$ cat src/rtl/pipe_type_line.sv
// Formats the five pipeline-stage type codes into a 16-character display line
// and streams it out one character per valid/ready handshake.
module pipe_type_line #(
  parameter logic [7:0] SEP = 8'h20,
  parameter logic [7:0] PAD = 8'h20
) (
  input  logic        clk,
  input  logic        rst_n,
  input  logic [15:0] type_if,
  input  logic [15:0] type_id,
  input  logic [15:0] type_ex,
  input  logic [15:0] type_mem,
  input  logic [15:0] type_wb,
  input  logic        snap,
  output logic [7:0]  char_data,
  output logic [3:0]  char_pos,
  output logic        char_valid,
  input  logic        char_ready,
  output logic        busy,
  output logic        line_done
);

  typedef enum logic [1:0] {
    IDLE,
    LOAD,
    SEND,
    DONE
  } state_t;

  localparam logic [15:0] BUBBLE   = 16'h7878;  // "xx"
  localparam logic [3:0]  LAST_POS = 4'd15;

  state_t            state_q, state_d;
  logic [4:0][15:0]  shadow_q, shadow_d;
  logic [4:0][15:0]  work_q, work_d;
  logic              pending_q, pending_d;
  logic [7:0]        char_data_q, char_data_d;
  logic [3:0]        char_pos_q, char_pos_d;
  logic              char_valid_q, char_valid_d;
  logic              busy_q, busy_d;
  logic              line_done_q, line_done_d;
  logic              accept;

  // Column k: stage k/3 supplies chars 0,1 of its code, then SEP; column 15 is PAD.
  function automatic logic [7:0] line_char(input logic [4:0][15:0] codes,
                                           input logic [3:0]       k);
    logic [3:0] s;
    logic [3:0] r;
    logic [7:0] c;
    s = k / 4'd3;
    r = k % 4'd3;
    if (k == LAST_POS) begin
      c = PAD;
    end else begin
      case (r)
        4'd0:    c = codes[s[2:0]][15:8];
        4'd1:    c = codes[s[2:0]][7:0];
        default: c = SEP;
      endcase
    end
    return c;
  endfunction

  assign accept = (state_q == SEND) && char_valid_q && char_ready;

  always_ff @(posedge clk or negedge rst_n) begin
    if (!rst_n) begin
      state_q      <= IDLE;
      shadow_q     <= {5{BUBBLE}};
      work_q       <= {5{BUBBLE}};
      pending_q    <= 1'b0;
      char_data_q  <= '0;
      char_pos_q   <= '0;
      char_valid_q <= 1'b0;
      busy_q       <= 1'b0;
      line_done_q  <= 1'b0;
    end else begin
      state_q      <= state_d;
      shadow_q     <= shadow_d;
      work_q       <= work_d;
      pending_q    <= pending_d;
      char_data_q  <= char_data_d;
      char_pos_q   <= char_pos_d;
      char_valid_q <= char_valid_d;
      busy_q       <= busy_d;
      line_done_q  <= line_done_d;
    end
  end

  always_comb begin
    state_d = state_q;
    case (state_q)
      IDLE: if (snap || pending_q) state_d = LOAD;
      LOAD: state_d = SEND;
      SEND: if (accept && (char_pos_q == LAST_POS)) state_d = DONE;
      DONE: state_d = (snap || pending_q) ? LOAD : IDLE;
      default: state_d = IDLE;
    endcase
  end

  // Outputs are registered: their next values derive from state_d so that
  // valid/busy/line_done line up with the state they describe.
  always_comb begin
    shadow_d    = shadow_q;
    work_d      = work_q;
    pending_d   = pending_q;
    char_data_d = char_data_q;
    char_pos_d  = char_pos_q;

    if (snap) shadow_d = {type_wb, type_mem, type_ex, type_id, type_if};

    if (state_q == LOAD) pending_d = 1'b0;
    if (snap && (state_q != IDLE)) pending_d = 1'b1;

    if (state_q == LOAD) begin
      work_d      = shadow_q;
      char_pos_d  = '0;
      char_data_d = line_char(shadow_q, 4'd0);
    end else if (accept && (char_pos_q != LAST_POS)) begin
      char_pos_d  = char_pos_q + 4'd1;
      char_data_d = line_char(work_q, char_pos_q + 4'd1);
    end

    char_valid_d = (state_d == SEND);
    busy_d       = (state_d == LOAD) || (state_d == SEND);
    line_done_d  = (state_d == DONE);
  end

  assign char_data  = char_data_q;
  assign char_pos   = char_pos_q;
  assign char_valid = char_valid_q;
  assign busy       = busy_q;
  assign line_done  = line_done_q;

endmodule

$ cat config.mk
export PLATFORM = sky130hd
export DESIGN_NAME = pipe_type_line
export DESIGN_NICKNAME = d
export VERILOG_FILES = /design/src/rtl/pipe_type_line.sv
export SDC_FILE = /design/constraint.sdc
export NUM_CORES = 1
export LEC_CHECK = 0
export CAP_MARGIN = 10
export CORE_MARGIN = 3
export CORE_UTILIZATION = 56
export DETAILED_ROUTE_END_ITERATION = 10
export PLACE_DENSITY = 0.86
export SLEW_MARGIN = 20
export SYNTH_ARGS = -nofsm -noshare
export SYNTH_HDL_FRONTEND = slang
export SYNTH_SLANG_ARGS = --single-unit
$ cat constraint.sdc
create_clock -name clk -period 4.54 [get_ports clk]
set_clock_uncertainty 0.2 [all_clocks]
set_input_delay 0.908 -clock clk [delete_from_list [all_inputs] [get_ports clk]]
set_output_delay 0.908 -clock clk [all_outputs]
set_load 0.005 [all_outputs]
==> results of run 1 <==
[critical path, stage by stage (launching register included)]
cell and delay, ns:
dfrtp_2 0.47, ha_1 0.27, buf_4 0.17, inv_1 0.13
and3_1 0.24, nor2_1 0.06, ha_1 0.22, inv_2 0.16
a21oi_4 0.06, xnor2_1 0.18, ha_2 0.24, or3_1 0.42
o22ai_4 0.30, buf_8 0.22, and2_1 0.17, nor3_1 0.08
o311ai_4 0.47, o21ai_1 0.15
[routing by layer]
metal / share of wire [%] / track usage [%] / wire (microns) / vias up
li1: - / - / - / 2355
met1: 42 / 31.9 / 7730 / 2714
met2: 49 / 37.9 / 9030 / 198
met3: 6.9 / 6.57 / 1280 / 33
met4: 2.4 / 7.76 / 435 / 0
met5: 0 / 0 / 0 / -
[worst max-delay path by stage]
stage	startpoint	to	slack (ns)
3_3_place_gp	char_pos[1]$_DFFE_PN0P_	char_data[0]$_DFFE_PN0P_	0.37
4_1_cts	char_pos[1]$_DFFE_PN0P_	char_data[7]$_DFFE_PN0P_	0.19
2_1_floorplan	char_pos[0]$_DFFE_PN0P_	char_data[0]$_DFFE_PN0P_	0.33
6_report	char_pos[0]$_DFFE_PN0P_	char_data[7]$_DFFE_PN0P_	0.19
3_5_place_dp	char_pos[1]$_DFFE_PN0P_	char_data[7]$_DFFE_PN0P_	0.23
5_1_grt	char_pos[0]$_DFFE_PN0P_	char_data[7]$_DFFE_PN0P_	0.006
[cell usage after synthesis, types with 6 or more instances]
cell type,number
a21oi_1,18
a221oi_1,9
a22oi_1,15
a31o_2,6
a31oi_1,15
a32o_1,7
and4_1,14
buf_2,7
buf_6,6
clkbuf_1,24
dfrtp_1,98
dfstp_2,80
ha_1,12
inv_1,12
mux2_2,165
nand2_1,14
nor2_1,12
o21ai_0,6
o21ai_1,7
[through the flow]
step / instances / area (sq um)
5_1_grt: 871 / 9960
4_1_cts: 868 / 9900
6_report: 871 / 9960
3_5_place_dp: 836 / 9250
2_1_floorplan: 586 / 8130
3_3_place_gp: 836 / 9250
[state kept, by name, summed over array words and instances, names as in the netlist]
| name | count |
|---|---|
| char_data | 8 |
| shadow_q | 80 |
| state_q | 2 |
| busy | 1 |
| line_done | 1 |
| work_q | 80 |
| char_valid | 1 |
| char_pos | 4 |
| pending_q | 1 |
[report_power, final]
part	switching [mW]	internal [mW]	total (mW)	leakage (nW)
logic	0.857	1.09	1.94	1.69
clock network	0.651	0.952	1.60	0.307
registers	0.376	2.26	2.64	2.00
[logic make-up after synthesis]
| group | count (synthesis) |
|---|---|
| buffers and inverters | 55 |
| DFF | 178 |
| AOI/OAI and AO/OA | 105 |
| and+or+nand+nor | 65 |
| adders and majority gates | 12 |
| muxes | 167 |
| xor gates and xnor gates | 4 |
[what timing repair did]
| item | CTS | global route |
|---|---|---|
| hold buffers | 0 | 0 |
| setup buffers | 0 | 3 |
| endpoints found under the setup margin | 0 | 8 |
| resized for setup | 0 | 8 |
[cell type report]
class | count | area share, %
clock buffers | 20 | 4.49
clock inverters | 12 | 1.99
multi-input cells | 353 | 33.8
well taps | 180 | 2.26
repair buffers | 115 | 11.2
flip-flops and latches | 178 | 45.8
inverters | 13 | 0.490
==> summary.txt, run 1 <==
Outcome
  – Status: finished clean

Synthesis
  – Yosys warning count: 0
  – Post-synthesis mux area share: 23.2%
  – Post-synth EDFFs: 0
  – Synth Area in Adders: 1.85%
  – Dominant cells by area after synthesis: dfrtp_1, dfstp_2, mux2_2, ha_1, and4_1
  – Synth Area in Compound Gates: 10.4%
  – Area share of and/or/nand/nor cells after synthesis: 4.88%
  – Area leader, netlist: dfrtp_1
  – Syn Nets: 682
  – #FFs+latches synth: 178
  – Synthesized area: 0.00813 sq mm
  – Share of the yosys chip area belonging to registers: 56.0%
  – Synth async-reset ratio: 100%
  – Post-synthesis xor/xnor area fraction: 0.431%
  – Largest family of logic cells by synthesized area: multiplexers
  – Ys flop type: dfrtp_1
  – Post-Syn Instances: 586
  – Top cell type's share of synthesized area: 30.1%
  – Post-synth cell types: 59
  – Syn avg cell area: 13.9 sq um

Clocking
  – H-tree Lvls: 4
  – CTS Buf Count: 17
  – Clk Latency, worst-skew pair: 0.43 ns
  – Clock Tree Buf Depth: 2
  – CTS clock-pin slew for the worst setup and hold paths: 0.06 ns
  – Clock root cell: clkbuf_16
  – CTS tree: done
  – Clock sink count: 178

Hold path
  – WHS Path Cells: 2
  – Hold Path Class: flip-flop to flip-flop
  – Hold Crit Start: work_q[13]$_DFFE_PN1P_
  – Hold EP: work_q[13]$_DFFE_PN1P_

Detailed routing
  – DRC: 0
  – Antenna-violating nets left: 0
  – Post-DR vias/cell: 6.08
  – DR WL/cell: 21.2 microns
  – DR pass1 iterations: 6
  – Initial DRC Count: 592
  – Wirelength, routed: 18,500 microns
  – Via count: 5,300

Cells and area
  – Area grow syn2layout: 22.4%
  – Diode count: 0
  – Area occupied by multi-input gates: 0.00337 sq mm
  – Most frequent cells in the layout: mux2_2, dfrtp_1, clkdlybuf4s50_1
  – Final-layout fill cell count: 917
  – Nets@finish: 774
  – Layout cell share with drive strength beyond 1: 46.7%
  – Most common cell after layout, fill and taps aside: mux2_2
  – Util after Layout: 70.9%
  – Register Area: 0.00456 sq mm

Worst setup path
  – Crit. End Element: flip-flop
  – Flop2flop setup slack: 0.19 ns
  – Worst path required time: 4.63 ns
  – Worst Path Max Fanout: 24
  – Startpoint Class: flip-flop
  – FF-to-FF path depth: 17
  – Reg-to-Reg Start: char_pos[0]$_DFFE_PN0P_
  – Arr. time, crit path: 4.44 ns
  – Reg2reg end: char_data[7]$_DFFE_PN0P_
  – Crit path kind: flip-flop to flip-flop

Floorplanning
  – Die width: 127 microns
  – Die height: 127 microns
  – Ports: 99
  – Starting Density: 57.9%
  – Core area: 0.0140 sq mm
  – Die Footprint: 0.0160 sq mm
  – Rows: 43

Global routing
  – First-pass GRT wire length: 29,800 microns
  – Largest net degree at the start of global routing: 94
  – Overflow after GRT: 0
  – Vias in the first global route: 5,601
  – Initial antenna violation count: 0
  – Total GRT Usage: 23.8%

Placed design
  – DP HPWL: 12,400 microns
  – Port Buf Inserts: 98
  – Post-place setup slack: 0.235 ns
  – Final GP Congestion: 0.931

Timing
  – Final Hold Vio Count: 0
  – Tcrit/Tclk final: 95.8%
  – Worst-Margin Slew: 0.969 ns
  – Crit path time final: 4.35 ns
  – RSZ-0062 raised after global routing: no
  – Slew HR: 35.4%
  – Setup TNS: 0 ns
  – Setup violators final: 0
  – Setup slack after layout: 0.192 ns
  – Slew Limit Fails: 0
  – Upper clock frequency limit: 230 MHz
  – Worst hold margin: 0.281 ns

Power
  – Total power: 6.19 mW
  – PwrDens: 621 mW/mm^2
  – Worst-case vdd ir drop: 0.338 mV
  – LEAKAGE: 4.00 nW

Run
  – Number of max-cap violations: 0
No activity file was read; power rests on OpenSTA's default activity.
==> run 2: changes to the inputs <==
--- a/config.mk
+++ b/config.mk
@@ -9,8 +9,11 @@
 export CORE_MARGIN = 3
 export CORE_UTILIZATION = 56
 export DETAILED_ROUTE_END_ITERATION = 10
+export GPL_TIMING_DRIVEN = 0
 export PLACE_DENSITY = 0.86
+export RECOVER_POWER = 25
 export SLEW_MARGIN = 20
 export SYNTH_ARGS = -nofsm -noshare
 export SYNTH_HDL_FRONTEND = slang
 export SYNTH_SLANG_ARGS = --single-unit
+export TNS_END_PERCENT = 30
==> run 2 against run 1 <==
  * The run now ends with capacitance limit, slew limit left
  * Largest cell class unchanged
  * Via count rose by 1.5%
  * Hold slack improved by 0.0072 ns
  * Sequential cell count did not move
  * Highest routed layer unchanged
==> summary.txt, run 2 (synthesized netlist as in run 1, its figures left out) <==
Cells and area
  – Area grow syn2layout: 23.7%
  – Layout cell share with drive strength beyond 1: 47.0%
  – Diode count: 0
  – Design Area, Final: 0.0101 sq mm
  – Register Area: 0.00456 sq mm
  – Final-layout fill cell count: 931
  – Nets@finish: 804
  – Most frequent cells in the layout: mux2_2, dfrtp_1, clkdlybuf4s50_1
  – Most common cell after layout, fill and taps aside: mux2_2
  – Area occupied by multi-input gates: 0.00338 sq mm

Power
  – Comb power frac: 33.9%
  – LEAKAGE: 4.04 nW
  – Worst-case vdd ir drop: 0.396 mV
  – Clk pwr share: 23.4%
  – Sequential share of power: 42.6%
  – PwrDens: 619 mW/mm^2
  – Sw Ratio: 32.2%
  – Total power: 6.23 mW
  – Int Power: 4.22 mW
  – P_sw: 2.01 mW

Detailed routing
  – Post-DR vias/cell: 5.97
  – Initial DRC Count: 415
  – DR WL/cell: 22.3 microns
  – DR pass1 iterations: 5
  – Antenna-violating nets left: 0
  – Via count: 5,382
  – DRC: 0
  – Wirelength, routed: 20,100 microns

Timing
  – Tcrit/Tclk final: 97.4%
  – Upper clock frequency limit: 226 MHz
  – Slew HR: -51.6%
  – Worst hold margin: 0.289 ns
  – Worst-Margin Slew: 2.27 ns
  – RSZ-0062 raised after global routing: no
  – Crit path time final: 4.42 ns
  – Slew Limit Fails: 94
  – Final Hold Vio Count: 0
  – Setup violators final: 0
  – Setup slack after layout: 0.120 ns

Floorplanning
  – Ports: 99
  – Rows: 43
  – Starting Density: 57.9%
  – Die height: 127 microns
  – Core area: 0.0140 sq mm
  – Die Footprint: 0.0160 sq mm
  – Die width: 127 microns

Worst setup path
  – Worst path required time: 4.66 ns
  – FF-to-FF path depth: 19
  – Reg2reg end: char_data[0]$_DFFE_PN0P_
  – Startpoint Class: flip-flop
  – Arr. time, crit path: 4.54 ns
  – Worst Setup EP: char_data[0]$_DFFE_PN0P_
  – Crit path kind: flip-flop to flip-flop
  – Worst Path Max Fanout: 10
  – Worst setup startpoint: char_pos[1]$_DFFE_PN0P_
  – Reg-to-Reg Start: char_pos[1]$_DFFE_PN0P_
  – Flop2flop setup slack: 0.12 ns
  – Crit. End Element: flip-flop

Outcome
  – Failing checks: capacitance limit, slew limit
  – Status: complete, but fails checks

Clocking
  – Clock Tree Buf Depth: 2
  – Clock sink count: 178
  – H-tree Lvls: 4
  – Clock root cell: clkbuf_16
  – Hold buffers post-CTS: 0
  – CTS tree: done
  – Clk Latency, worst-skew pair: 0.44 ns
  – CTS clock-pin slew for the worst setup and hold paths: 0.07 ns
  – CTS Buf Count: 17

Global routing
  – Overflow after GRT: 0
  – Vias in the first global route: 5,622
  – Total GRT Usage: 25.3%
  – Largest net degree at the start of global routing: 95
  – First-pass GRT wire length: 30,900 microns
  – Initial antenna violation count: 0

Placed design
  – Post-place setup slack: -0.489 ns
  – Port Buf Inserts: 97
  – DP HPWL: 14,300 microns
  – Final GP Congestion: 0.911
  – Placed cell area: 0.00936 sq mm

Run
  – Number of max-cap violations: 1

Hold path
  – Hold Path Class: flip-flop to flip-flop
## run 2: what timing repair did
action | in CTS | in global routing
resized for setup | 4 | 19
pin swaps | 0 | 2
buffers inserted | 1 | 5
setup endpoints to repair | 8 | 8
## run 2: worst max-delay path, cell delays in order, from the launching register on
cell      delay (ns)
dfrtp_2         0.43
buf_4           0.16
a21bo_4         0.23
a32o_2          0.28
ha_1            0.18
inv_1           0.05
ha_1            0.14
buf_6           0.13
inv_2           0.08
a21oi_4         0.17
xnor2_1         0.14
ha_2            0.24
or3_1           0.40
o22ai_4         0.31
nand2_4         0.13
buf_6           0.20
clkbuf_4        0.22
a31oi_2         0.28
a32o_1          0.24
o21ai_1         0.07
## run 2: worst min path at each step
stage	from	end	slack, ns	cells after the start
floorplan	work_q[13]$_DFFE_PN1P_	work_q[13]$_DFFE_PN1P_	0.25	2
global placement	work_q[13]$_DFFE_PN1P_	work_q[13]$_DFFE_PN1P_	0.28	2
detailed placement	work_q[13]$_DFFE_PN1P_	work_q[13]$_DFFE_PN1P_	0.26	2
CTS	work_q[13]$_DFFE_PN1P_	work_q[13]$_DFFE_PN1P_	0.29	2
global route	work_q[47]$_DFFE_PN0P_	work_q[47]$_DFFE_PN0P_	0.32	1
finish	work_q[13]$_DFFE_PN1P_	work_q[13]$_DFFE_PN1P_	0.29	2
## run 2: final cells by class
cell class,count,share of cell area (%)
Multi-Input combinational cell,353,33.6
Clock inverter,12,1.44
Sequential cell,178,45.3
Tap cell,180,2.24
Buffer,41,2.24
Inverter,13,0.522
Timing Repair Buffer,104,10.3
Clock buffer,20,4.34
## run 2: metal layers
layer	vias up	share of wire, %	track usage [%]
li1	2410	-	-
met1	2754	43	33.7
met2	186	50	40.8
met3	32	6.0	6.53
met4	0	1.8	8.52
met5	-	0	0
## run 2: power groups by stage
stage / Clock (mW) / Combinational, mW / Sequential, mW
floorplan: 0 / 1.43 / 2.46
global placement: 0 / 1.92 / 2.62
detailed placement: 0 / 2.00 / 2.65
CTS: 1.49 / 2.04 / 2.64
global route: 1.55 / 2.26 / 2.70
finish: 1.46 / 2.11 / 2.65
## run 2: metrics by stage
stage / utilization [%] / instances / setup TNS, ns
floorplan: - / 586 / 0
global placement: 66.4 / 863 / -577.31
detailed placement: 66.7 / 864 / -3.50
CTS: 71.0 / 896 / 0
global route: 71.6 / 901 / 0
finish: 71.6 / 901 / 0
==> run 3: changes to the inputs <==
--- a/config.mk
+++ b/config.mk
@@ -12,7 +12,6 @@
 export GPL_TIMING_DRIVEN = 0
 export PLACE_DENSITY = 0.86
 export RECOVER_POWER = 25
-export SLEW_MARGIN = 20
 export SYNTH_ARGS = -nofsm -noshare
 export SYNTH_HDL_FRONTEND = slang
 export SYNTH_SLANG_ARGS = --single-unit
==> constraint.sdc (replaced) <==
create_clock -name clk -period 4.54 [get_ports clk]
set_clock_uncertainty 0.2 [all_clocks]
set_input_delay 0.908 -clock clk [delete_from_list [all_inputs] [get_ports clk]]
set_output_delay 0.908 -clock clk [all_outputs]
set_load 0.1 [all_outputs]
==> run 3 against run 2 <==
  * The run still ends with capacitance limit, slew limit left
  * Global-route usage up 0.48 points
  * Clock power is essentially flat
  * Setup slack improved by 0.10 ns
  * Routed wire length decreased by 0.99%
  * Register-to-register slack improved by 0.10 ns
  * Critical path depth stayed put
  * Combinational power grew 17%
  * First-iteration DRC count fell by 7.7%
  * Via count grew 1.0%
  * Cell count up 0.11%
  * Largest power group unchanged
==> summary.txt, run 3 (synthesized netlist as in run 1, its figures left out) <==
Timing
  – Slew HR: -99.5%
  – Crit path time final: 4.32 ns
  – Upper clock frequency limit: 232 MHz
  – RSZ-0062 raised after global routing: no
  – Slew Limit Fails: 72
  – Setup TNS: 0 ns
  – Tcrit/Tclk final: 95.1%
  – Setup slack after layout: 0.222 ns
  – Final Hold Vio Count: 0
  – Setup violators final: 0
  – Worst-Margin Slew: 2.99 ns

Cells and area
  – Final-layout fill cell count: 908
  – Layout cell share with drive strength beyond 1: 46.7%
  – Area grow syn2layout: 23.9%
  – Register Area: 0.00456 sq mm
  – Area occupied by multi-input gates: 0.00340 sq mm
  – Most common cell after layout, fill and taps aside: mux2_2
  – Diode count: 0
  – Design Area, Final: 0.0101 sq mm
  – Most frequent cells in the layout: mux2_2, dfrtp_1, clkdlybuf4s50_1
  – Final cell count without fillers: 902
  – Nets@finish: 805

Global routing
  – Largest net degree at the start of global routing: 109
  – Overflow after GRT: 0
  – Initial antenna violation count: 0
  – First-pass GRT wire length: 31,900 microns
  – Vias in the first global route: 5,733
  – Total GRT Usage: 25.8%

Clocking
  – Clock sink count: 178
  – Clock root cell: clkbuf_16
  – CTS Buf Count: 17
  – H-tree Lvls: 4
  – Clk Latency, worst-skew pair: 0.43 ns
  – Clock Tree Buf Depth: 2
  – CTS tree: done
  – CTS clock-pin slew for the worst setup and hold paths: 0.07 ns
  – Hold buffers post-CTS: 0

Power
  – Sw Ratio: 35.8%
  – Clk pwr share: 22.1%
  – Int Power: 4.21 mW
  – PwrDens: 651 mW/mm^2
  – P_sw: 2.35 mW
  – Worst-case vdd ir drop: 0.349 mV
  – LEAKAGE: 4.06 nW
  – Sequential share of power: 40.4%
  – Comb power frac: 37.5%

Placed design
  – DP HPWL: 14,100 microns
  – Post-place setup slack: -0.494 ns
  – Placed cell area: 0.00937 sq mm
  – Cell count after placement: 864
  – Port Buf Inserts: 97
  – Final GP Congestion: 0.886

Run
  – Number of max-cap violations: 1

Worst setup path
  – Startpoint Class: flip-flop
  – Worst path required time: 4.64 ns
  – Reg-to-Reg Start: char_pos[0]$_DFFE_PN0P_
  – Crit path kind: flip-flop to flip-flop
  – Slowest-stage cell, CP: dfrtp_2
  – Flop2flop setup slack: 0.22 ns
  – Most frequent CP cell: ha_1
  – Worst Path Max Fanout: 10
  – Crit. End Element: flip-flop
  – Reg2reg end: char_data[0]$_DFFE_PN0P_
  – Slowest stage delay, CP: 0.43 ns
  – Crit-path cells: ha_1 > buf_6 > a32o_2 > ha_1 > inv_1 > ha_1 > buf_6 > inv_2 > a21oi_4 > xnor2_1 > ha_2 > or3_1 > o22ai_4 > and2_1 > clkbuf_4 > nor3_1 > o311ai_4 > buf_4 > o21ai_1
  – FF-to-FF path depth: 19
  – Arr. time, crit path: 4.42 ns

Floorplanning
  – Ports: 99
  – Die Footprint: 0.0160 sq mm
  – Rows: 43
  – Die height: 127 microns
  – Core area: 0.0140 sq mm
  – Die width: 127 microns
  – Starting Density: 57.9%

Detailed routing
  – Via count: 5,437
  – DR WL/cell: 22.0 microns
  – Wirelength, routed: 19,900 microns
  – Antenna-violating nets left: 0
  – DR pass1 iterations: 5
  – Post-DR vias/cell: 6.03
  – Initial DRC Count: 383
  – DRC: 0

Hold path
  – WHS Path Cells: 2
  – Hold EP: work_q[13]$_DFFE_PN1P_
  – Hold Path Class: flip-flop to flip-flop
  – Hold Crit Start: work_q[13]$_DFFE_PN1P_

Outcome
  – Failing checks: capacitance limit, slew limit
  – Status: complete, but fails checks
-- run 3: worst max path at each step --
| stage | from | to |
|---|---|---|
| global route | char_pos[0]$_DFFE_PN0P_ | char_data[0]$_DFFE_PN0P_ |
| CTS | char_pos[1]$_DFFE_PN0P_ | char_data[1]$_DFFE_PN0P_ |
| global placement | rst_n | char_pos[0]$_DFFE_PN0P_ |
| finish | char_pos[0]$_DFFE_PN0P_ | char_data[0]$_DFFE_PN0P_ |
| detailed placement | char_pos[0]$_DFFE_PN0P_ | char_data[0]$_DFFE_PN0P_ |
| floorplan | char_pos[0]$_DFFE_PN0P_ | char_data[0]$_DFFE_PN0P_ |
-- run 3: worst max-delay path, delay by kind of cell, from the launching register on --
family	cells	cell delay, ns
fa+ha+maj	4	0.83
flops	1	0.43
buf+inv	6	0.83
compound gates	5	1.09
simple gates	3	0.69
xor+xnor	1	0.13
-- run 3: metrics by stage --
step	hold WS, ns	power [mW]	util (%)
global placement	0.275	4.89	66.5
finish	0.303	6.56	71.8
CTS	0.244	6.49	71.0
global route	0.316	6.87	71.8
detailed placement	0.284	4.99	66.7
floorplan	0.249	4.24	-
-- run 3: what timing repair did --
action                     CTS  global route
pin swaps                    0             3
setup endpoints to repair    8             8
setup buffers                1             6
resized for setup            3            19
cloned                       0             0
-- run 3: layer usage --
layer | share of wire [%] | global-route usage, % | routed length (microns) | vias to the layer above
li1 | - | - | - | 2412
met4 | 1.5 | 6.31 | 303 | 0
met3 | 6.0 | 6.36 | 1180 | 27
met1 | 43 | 35.4 | 8540 | 2814
met2 | 50 | 41.8 | 9850 | 184
met5 | 0 | 0 | 0 | -
-- run 3: layout make-up --
type | instances | share of cell area (%)
inverter | 13 | 0.521
clock inverter | 9 | 0.943
clock buffer | 23 | 4.84
buffer | 41 | 2.23
tap | 180 | 2.23
sequential | 178 | 45.2
multi-input combinational | 353 | 33.7
timing repair buffer | 105 | 10.3
-- run 3: power groups by stage --
stage	Clock, mW	Combinational (mW)	Sequential, mW
after detailed placement	0	2.35	2.64
after global placement	0	2.27	2.62
after global routing	1.54	2.64	2.69
after CTS	1.46	2.40	2.63
after floorplan	0	1.43	2.81
final	1.45	2.46	2.65
